--- config.mk ---
export PLATFORM = sky130hd
export DESIGN_NAME = reaction_auto_responder
export DESIGN_NICKNAME = d
export VERILOG_FILES = /design/src/rtl/reaction_auto_responder.sv
export SDC_FILE = /design/constraint.sdc
export NUM_CORES = 1
export LEC_CHECK = 0
export CORE_MARGIN = 3
export CORE_UTILIZATION = 33
export CTS_CLUSTER_SIZE = 28
export DETAILED_ROUTE_END_ITERATION = 7
export REMOVE_ABC_BUFFERS = 1
export SLEW_MARGIN = 20
export SYNTH_ARGS = -nofsm -noshare
export SYNTH_HDL_FRONTEND = slang
export SYNTH_SLANG_ARGS = --single-unit
--- constraint.sdc ---
create_clock -name clk -period 7.2 [get_ports clk]
set_clock_uncertainty 0.1 [all_clocks]
set_input_delay 2.16 -clock clk [delete_from_list [all_inputs] [get_ports clk]]
set_output_delay 2.16 -clock clk [all_outputs]
set_load 0.01 [all_outputs]
--- src/rtl/reaction_auto_responder.sv ---
// Scripted stand-in for the human user of reaction_time_benchmark: starts a trial,
// presses after a programmed delay and checks the multiplexed digits it reads back.
module reaction_auto_responder #(
  parameter int CLKS_PER_MS      = 50,
  parameter int START_PULSE_CLKS = 10,
  parameter int PRESS_MS         = 10,
  parameter int REACT_TIMEOUT_MS = 8000,
  parameter int CAPTURE_MS       = 20,
  parameter int TOL_MS           = 1
) (
  input  logic        clk,
  input  logic        rst,
  input  logic        go,
  input  logic [13:0] response_ms,
  input  logic        react,
  input  logic [3:0]  ms,
  input  logic [1:0]  display_select,
  output logic        start_trigger,
  output logic        user_trigger,
  output logic        busy,
  output logic        done,
  output logic [15:0] measured_bcd,
  output logic        match,
  output logic        timeout
);

  localparam int TW = (CLKS_PER_MS > 1) ? $clog2(CLKS_PER_MS) : 1;
  localparam int SW = (START_PULSE_CLKS > 1) ? $clog2(START_PULSE_CLKS) : 1;

  typedef enum logic [2:0] {
    S_IDLE, S_START, S_WAIT_REACT, S_DELAY, S_PRESS, S_CAPTURE, S_DONE
  } state_t;

  state_t      state;
  logic [TW-1:0] tick_cnt;
  logic [13:0] ms_cnt;
  logic [SW-1:0] start_cnt;
  logic [13:0] resp_lat;
  logic [3:0]  digit_seen;
  logic        react_q;
  logic [1:0]  sel_q;

  logic        ms_tick;
  logic        react_edge;
  logic        sel_stable;
  logic [15:0] bin_val;
  logic [15:0] diff;
  logic        digits_ok;
  logic        match_calc;

  assign ms_tick    = (tick_cnt == TW'(CLKS_PER_MS - 1));
  assign react_edge = react & ~react_q;
  assign sel_stable = (display_select == sel_q);

  // BCD -> binary; 16 bits so out-of-range nibbles cannot wrap into a false match
  assign bin_val = ({12'd0, measured_bcd[15:12]} * 16'd1000)
                 + ({12'd0, measured_bcd[11:8]}  * 16'd100)
                 + ({12'd0, measured_bcd[7:4]}   * 16'd10)
                 +  {12'd0, measured_bcd[3:0]};

  assign digits_ok = (measured_bcd[15:12] <= 4'd9) && (measured_bcd[11:8] <= 4'd9) &&
                     (measured_bcd[7:4]   <= 4'd9) && (measured_bcd[3:0]  <= 4'd9);

  assign diff = (bin_val >= {2'b00, resp_lat}) ? (bin_val - {2'b00, resp_lat})
                                               : ({2'b00, resp_lat} - bin_val);

  assign match_calc = digits_ok && (digit_seen == 4'hF) && (diff <= 16'(TOL_MS));

  always_ff @(posedge clk) begin
    if (rst) begin
      state         <= S_IDLE;
      tick_cnt      <= '0;
      ms_cnt        <= '0;
      start_cnt     <= '0;
      resp_lat      <= '0;
      digit_seen    <= '0;
      react_q       <= 1'b0;
      sel_q         <= '0;
      start_trigger <= 1'b0;
      user_trigger  <= 1'b0;
      busy          <= 1'b0;
      done          <= 1'b0;
      measured_bcd  <= '0;
      match         <= 1'b0;
      timeout       <= 1'b0;
    end else begin
      react_q  <= react;
      sel_q    <= display_select;
      done     <= 1'b0;
      tick_cnt <= ms_tick ? '0 : tick_cnt + TW'(1);
      if (ms_tick) ms_cnt <= ms_cnt + 14'd1;

      // Every state change below also zeroes the timebase so ms windows are exact.
      case (state)
        S_IDLE: begin
          if (go) begin
            resp_lat      <= response_ms;
            measured_bcd  <= '0;
            match         <= 1'b0;
            timeout       <= 1'b0;
            digit_seen    <= '0;
            busy          <= 1'b1;
            start_trigger <= 1'b1;
            start_cnt     <= '0;
            tick_cnt      <= '0;
            ms_cnt        <= '0;
            state         <= S_START;
          end
        end

        S_START: begin
          if (start_cnt == SW'(START_PULSE_CLKS - 1)) begin
            start_trigger <= 1'b0;
            tick_cnt      <= '0;
            ms_cnt        <= '0;
            state         <= S_WAIT_REACT;
          end else begin
            start_cnt <= start_cnt + SW'(1);
          end
        end

        S_WAIT_REACT: begin
          if (react_edge) begin
            tick_cnt <= '0;
            ms_cnt   <= '0;
            state    <= S_DELAY;
          end else if (ms_tick && ms_cnt == 14'(REACT_TIMEOUT_MS - 1)) begin
            timeout  <= 1'b1;
            match    <= 1'b0;
            tick_cnt <= '0;
            ms_cnt   <= '0;
            state    <= S_DONE;
          end
        end

        S_DELAY: begin
          if (resp_lat == 14'd0 || (ms_tick && ms_cnt == resp_lat - 14'd1)) begin
            user_trigger <= 1'b1;
            tick_cnt     <= '0;
            ms_cnt       <= '0;
            state        <= S_PRESS;
          end
        end

        S_PRESS: begin
          if (ms_tick && ms_cnt == 14'(PRESS_MS - 1)) begin
            user_trigger <= 1'b0;
            tick_cnt     <= '0;
            ms_cnt       <= '0;
            state        <= S_CAPTURE;
          end
        end

        S_CAPTURE: begin
          if (digit_seen == 4'hF || (ms_tick && ms_cnt == 14'(CAPTURE_MS - 1))) begin
            tick_cnt <= '0;
            ms_cnt   <= '0;
            state    <= S_DONE;
          end else if (sel_stable) begin
            // a select held two cycles means the digit on ms has settled
            measured_bcd[{display_select, 2'b00} +: 4] <= ms;
            digit_seen[display_select]                 <= 1'b1;
          end
        end

        S_DONE: begin
          done     <= 1'b1;
          busy     <= 1'b0;
          if (!timeout) match <= match_calc;
          tick_cnt <= '0;
          ms_cnt   <= '0;
          state    <= S_IDLE;
        end

        default: state <= S_IDLE;
      endcase
    end
  end

endmodule

# == After elaboration in Yosys (flattened, before gate mapping) ==
# Index checks and enable logic that the tools add are counted.
# totals
regBits,70
input_bits,24
output_inout_bits,22
wordCells,152
# classes
n_addsub,10
n_mul,3
order_cmp,8
eq_ne,26
shifts,2
muxes,56
bitwise_logic,3
reduce_logical,29
# op_table
operator,n
$mux 14,8
$pmux 14 s7,1
$mux 16,4
$mux 6,8
$pmux 6 s7,1
$pmux 16 s2,1
$ne 2x2->1 const B,11
$mux 3,7
$pmux 3 s6,1
$add 15x8->16,1
$add 16x4->16,1
$bwmux 16,1
$ge 16x14->1,1
$le 16x1->1 const B,1
$le 4x4->1 const B,4
$mux 4,4
$pmux 4 s2,2
$shift 4x6->16 const A,1
$shiftx 4x6->16,1
$sub 14x16->16,1
$sub 16x14->16,1
$add 14x11->15,1
$add 14x1->14 const B,1
$eq 14x13->1 const B,1
other kinds (37),73

# == Depth between registers and ports, before layout ==
# depth
depth_word,10
ltp_mapped,27
depth_no_buf,26

# == Worst setup path after synthesis ==
# Ideal clock, no wire load.
# synth_timing
path_kind,register to register
start,register measured_bcd[14]
end,register match
setup_ns,0.087
arrival_time_ns,6.252
required_ns,7.013
path_slack_ns,0.761
stages_incl_launch_ff,26
n_path_buf,1
period_less_slack_ns,6.439
path_cell_list,dfxtp_1 ha_1 fa_1 inv_1 fa_1 inv_1 fa_1 ha_1 ha_1 inv_1 o21bai_1 a21oi_1 o21bai_1 a21oi_1 o21ai_0 xor2_1 ha_1 a211o_1 nor4_1 o32ai_4 buf_4 mux2i_1 xor2_1 nor4_1 nand2_1 o31ai_1
# synth_between
elab_chain_len,10
word_cells_on_any_way,17
classes_between,5 x add/sub; 1 x mul; 3 x order compare; 3 x mux; 5 x reduce/logical
# synth_lines
element,line,text
start: declaration,22,"output logic [15:0] measured_bcd,"
start signal: indexed assignment,161,"measured_bcd[{display_select, 2'b00} +: 4] <= ms;"
$mul 4x7->11,56,"assign bin_val = ({12'd0, measured_bcd[15:12]} * 16'd1000)"
$add 14x11->15,57,"+ ({12'd0, measured_bcd[11:8]} * 16'd100)"
$add 15x8->16,58,"+ ({12'd0, measured_bcd[7:4]} * 16'd10)"
$add 16x4->16,59,"+ {12'd0, measured_bcd[3:0]};"
$sub 14x16->16 (tied with other cells),65,": ({2'b00, resp_lat} - bin_val);"
$mux 16,64,"assign diff = (bin_val >= {2'b00, resp_lat}) ? (bin_val - {2'b00, resp_lat})"
$le 16x1->1,67,assign match_calc = digits_ok && (digit_seen == 4'hF) && (diff <= 16'(TOL_MS));
$logic_and 1x1->1 *,67,
$mux 1 *,169,if (!timeout) match <= match_calc;
$pmux 1 s3 *,94,case (state)
end signal: assignment,169,
end: declaration,23,"output logic match,"
# Mark *: on every way between the ends. The rest lies on a longest branch, timed or not. The select of a mux whose other input is x is not followed.
# A chain may end at the register's enable or synchronous reset.

# == Worst setup path after layout ==
# layout_timing
start,register measured_bcd[15]
end,register match
# Same word-level chain as after synthesis.

==> impl_metrics.csv <==
group,metric,value,unit
critical_path,r2r_slack,530,ps
clock_tree,cts_tree,"done",
global_route,grt_pass1_vias,5507,
routing,routed-via-count,5666,
worst_hold_path,min_path_cells,1,
logic_synthesis,synthArstFlopShare,0,%
global_route,grtUsageMet2,25.19,%
logic_synthesis,synthTopCellsByArea,"dfxtp_1 (21%), ha_1 (18%), fa_1 (5.7%), a21oi_1 (5.5%), xnor2_1 (4.6%)",
global_route,antenna_found_initial,0,
floorplanning,ios,46,
routing,wire_per_inst,15.04,µm
routing,drc,0,
final_layout,regArea,1403,µm²
logic_synthesis,netlist_instances,820,
placed_design,finalWeightedCongestion,0.8543,
floorplanning,die_h,148.0,µm
timing,fin_hold_ws,371.3,ps
timing,worst_pin_slew,930.0,ps
placed_design,io_buffer_count,45,
clock_tree,cts_root_buf,"clkbuf_16",
flow_run,maxCapViolCount,0,
global_route,grt_pass1_wl,27820,µm
timing,finalMaxSlewViolations,0,
clock_tree,cts.clk_slew.worst_paths,60,ps
timing,timing.final.crit_share,92.60,%
timing,finalSetupViolCount,0,
clock_tree,clock_sinks,70,
logic_synthesis,yosys_most_used_dff,"dfxtp_1",
critical_path,worstSetupStartpointType,"register",
worst_hold_path,min_to,"tick_cnt[0]",
routing,via_per_inst,5.050,
worst_hold_path,hold_start,"tick_cnt[0]",
clock_tree,clock_latency,340,ps
global_route,overflow,0,
logic_synthesis,synth-edff-count,0,
routing,drtPass1Iterations,4,
final_layout,area_growth,15.39,%
power_and_ir_drop,peakVddDrop,0.0001914,V
timing,tns,0,ps
logic_synthesis,netlist_area,6656,µm²
floorplanning,die_w,148.0,µm
timing,hold_viol,0,
routing,drtIter0Drc,242,
power_and_ir_drop,p_leak,3.286,nW
floorplanning,core.rowCount,51,
logic_synthesis,syn_area_per_cell,8.118,µm²
final_layout,antennaDiodeCount,0,
floorplanning,dieArea,21910,µm²
critical_path,worstPathMaxFanout,9,
status,outcome,"finished, final reports clean",
clock_tree,tritoncts.num_buffers,9,
power_and_ir_drop,power_density,244.7,nW/µm²
timing,fin_crit,6667,ps
critical_path,r2r-start,"measured_bcd[15]",
critical_path,worstReg2RegEnd,"match",
placed_design,pre_cts_ws,303.9,ps
logic_synthesis,yosys_warnings,0,
final_layout,nNetsFinal,991,
timing,fin_ws,532.8,ps
final_layout,multi_input_area,4885,µm²
placed_design,hpwl,13230,µm
global_route,use_met3,2.238,%
floorplanning,coreArea,19650,µm²
global_route,busiest_layer,"met2",
logic_synthesis,yosysTopAreaCellShare,21.05,%
routing,routed_wl,16870,µm
critical_path,required,7350,ps
timing,max_slew_margin,38.00,%
critical_path,cp.arrival,6820,ps
logic_synthesis,seq_area_frac_synth,21.05,%
global_route,track_usage,15.50,%
logic_synthesis,synthDistinctLibCells,63,
critical_path,critPathKind,"register to register",
global_route,grt_use_met1,21.81,%
logic_synthesis,synth_area_leader_cell,"dfxtp_1",
clock_tree,cts.path.max_buffers,2,
power_and_ir_drop,total_power,1.880,mW
timing,max_freq,150.0,MHz
final_layout,drive_gt1_share,4.434,%
critical_path,crit_path_end_kind,"register",
floorplanning,initial_core_util,33.87,%
global_route,grt_max_degree,48,
clock_tree,htreeDepth,3,
final_layout,nFillCells,2097,
logic_synthesis,synth-seq-cells,70,
worst_hold_path,hp-class,"register to register",
critical_path,r2r_cells,27,
routing,ant_nets,0,
repair_timing:
action / CTS / global route
resized for setup: 0 / 3
buffers inserted: 0 / 0
hold buffers: 0 / 0
setup endpoints to repair: 0 / 1
hold endpoints to repair: 0 / 0
flip-flops by register name, indices dropped and copies added (netlist names), 2 cells and up:
register	flops
measured_bcd	16
start_cnt	4
ms_cnt	14
digit_seen	4
resp_lat	14
tick_cnt	6
sel_q	2
state	3
placed cells by master, fill, tap and decap left out, drive strengths merged, types with 34 or more instances in the layout:
cell type,count
xnor2,35
nand2,69
xor2,35
ha,96
dfxtp,70
inv,75
clkdlybuf4s50,44
o21ai,34
a21oi,73
nor2,63
how the worst max path moves through the flow:
| stage | start | to | slack [ps] | cells past startpoint |
|---|---|---|---|---|
| 4_1_cts | measured_bcd[13] | match | 280 | 24 |
| 6_report | measured_bcd[15] | match | 530 | 27 |
| 3_5_place_dp | measured_bcd[13] | match | 300 | 24 |
| 2_1_floorplan | measured_bcd[14] | match | 740 | 24 |
| 3_3_place_gp | measured_bcd[13] | match | 530 | 24 |
| 5_1_grt | measured_bcd[15] | match | -10 | 25 |
cell families after synthesis:
group                      share of synthesized area (%)
adders and majority gates                          23.76
xor gates and xnor gates                           9.210
and+or+nand+nor                                    19.61
DFF                                                21.05
muxes                                              2.143
AOI/OAI and AO/OA                                  18.12
buffers and inverters                              6.109
layer usage:
layer	wire length, µm	vias up
li1	-	2931
met4	121	0
met3	595	8
met5	0	-
met1	8544	2632
met2	7609	95
stage by stage:
stage,area (µm²),util (%),instances
after CTS,7649,38.92,1121
after global routing,7681,39.08,1122
after global placement,7340,37.34,1105
after detailed placement,7340,37.34,1105
after floorplan,6528,-,791
final,7681,39.08,1122
Yosys cell counts, types with 3 or more instances:
cell      instances
ha_1             96
o31ai_1           6
a21oi_1          73
dfxtp_1          70
and2_1            4
clkbuf_1         24
nor3b_1           3
nand3b_1         11
nand2b_1         15
o21a_1            9
nor4_1            6
a31oi_1           5
nand2_1          69
a211oi_1         12
o41ai_1           3
o31a_1            4
fa_1             19
mux2i_1          12
o22ai_1           3
nor3_1           19
nand4_1          20
nor2_1           63
xnor2_1          35
o21bai_1          5
nor2b_1           6
inv_1            74
o21ai_0          33
and3_1            8
nand3_1          24
xor2_1           35
a21o_1           14
report_power, final:
part | internal [mW] | switching [mW]
registers | 0.427 | 0.0774
clock network | 0.287 | 0.171
logic | 0.386 | 0.532
final cells by class:
type | count | area share (%)
Timing Repair Buffer | 49 | 6.190
Multi-Input combinational cell | 648 | 63.59
Tap cell | 265 | 4.317
Clock buffer | 11 | 3.290
Inverter | 74 | 3.616
Clock inverter | 5 | 0.7330
Sequential cell | 70 | 18.26
critical path, cell delays in order, from the launching register on:
cell and delay [ps]:
dfxtp_1 530, ha_1 310, ha_1 280, ha_1 200, inv_1 70, fa_1 470
inv_1 50, fa_1 470, ha_1 310, ha_1 330, a21oi_1 150, o31ai_1 90
buf_4 150, a21oi_1 140, o21bai_1 100, a21o_1 190, a21o_1 180, xnor2_1 140
ha_1 250, a211oi_1 210, o31ai_1 120, a21oi_1 420, o32ai_4 280, mux2i_1 190
xor2_1 170, nor4_1 340, nand4_1 130, o31ai_1 200
Power figures use the tool's default switching activity.
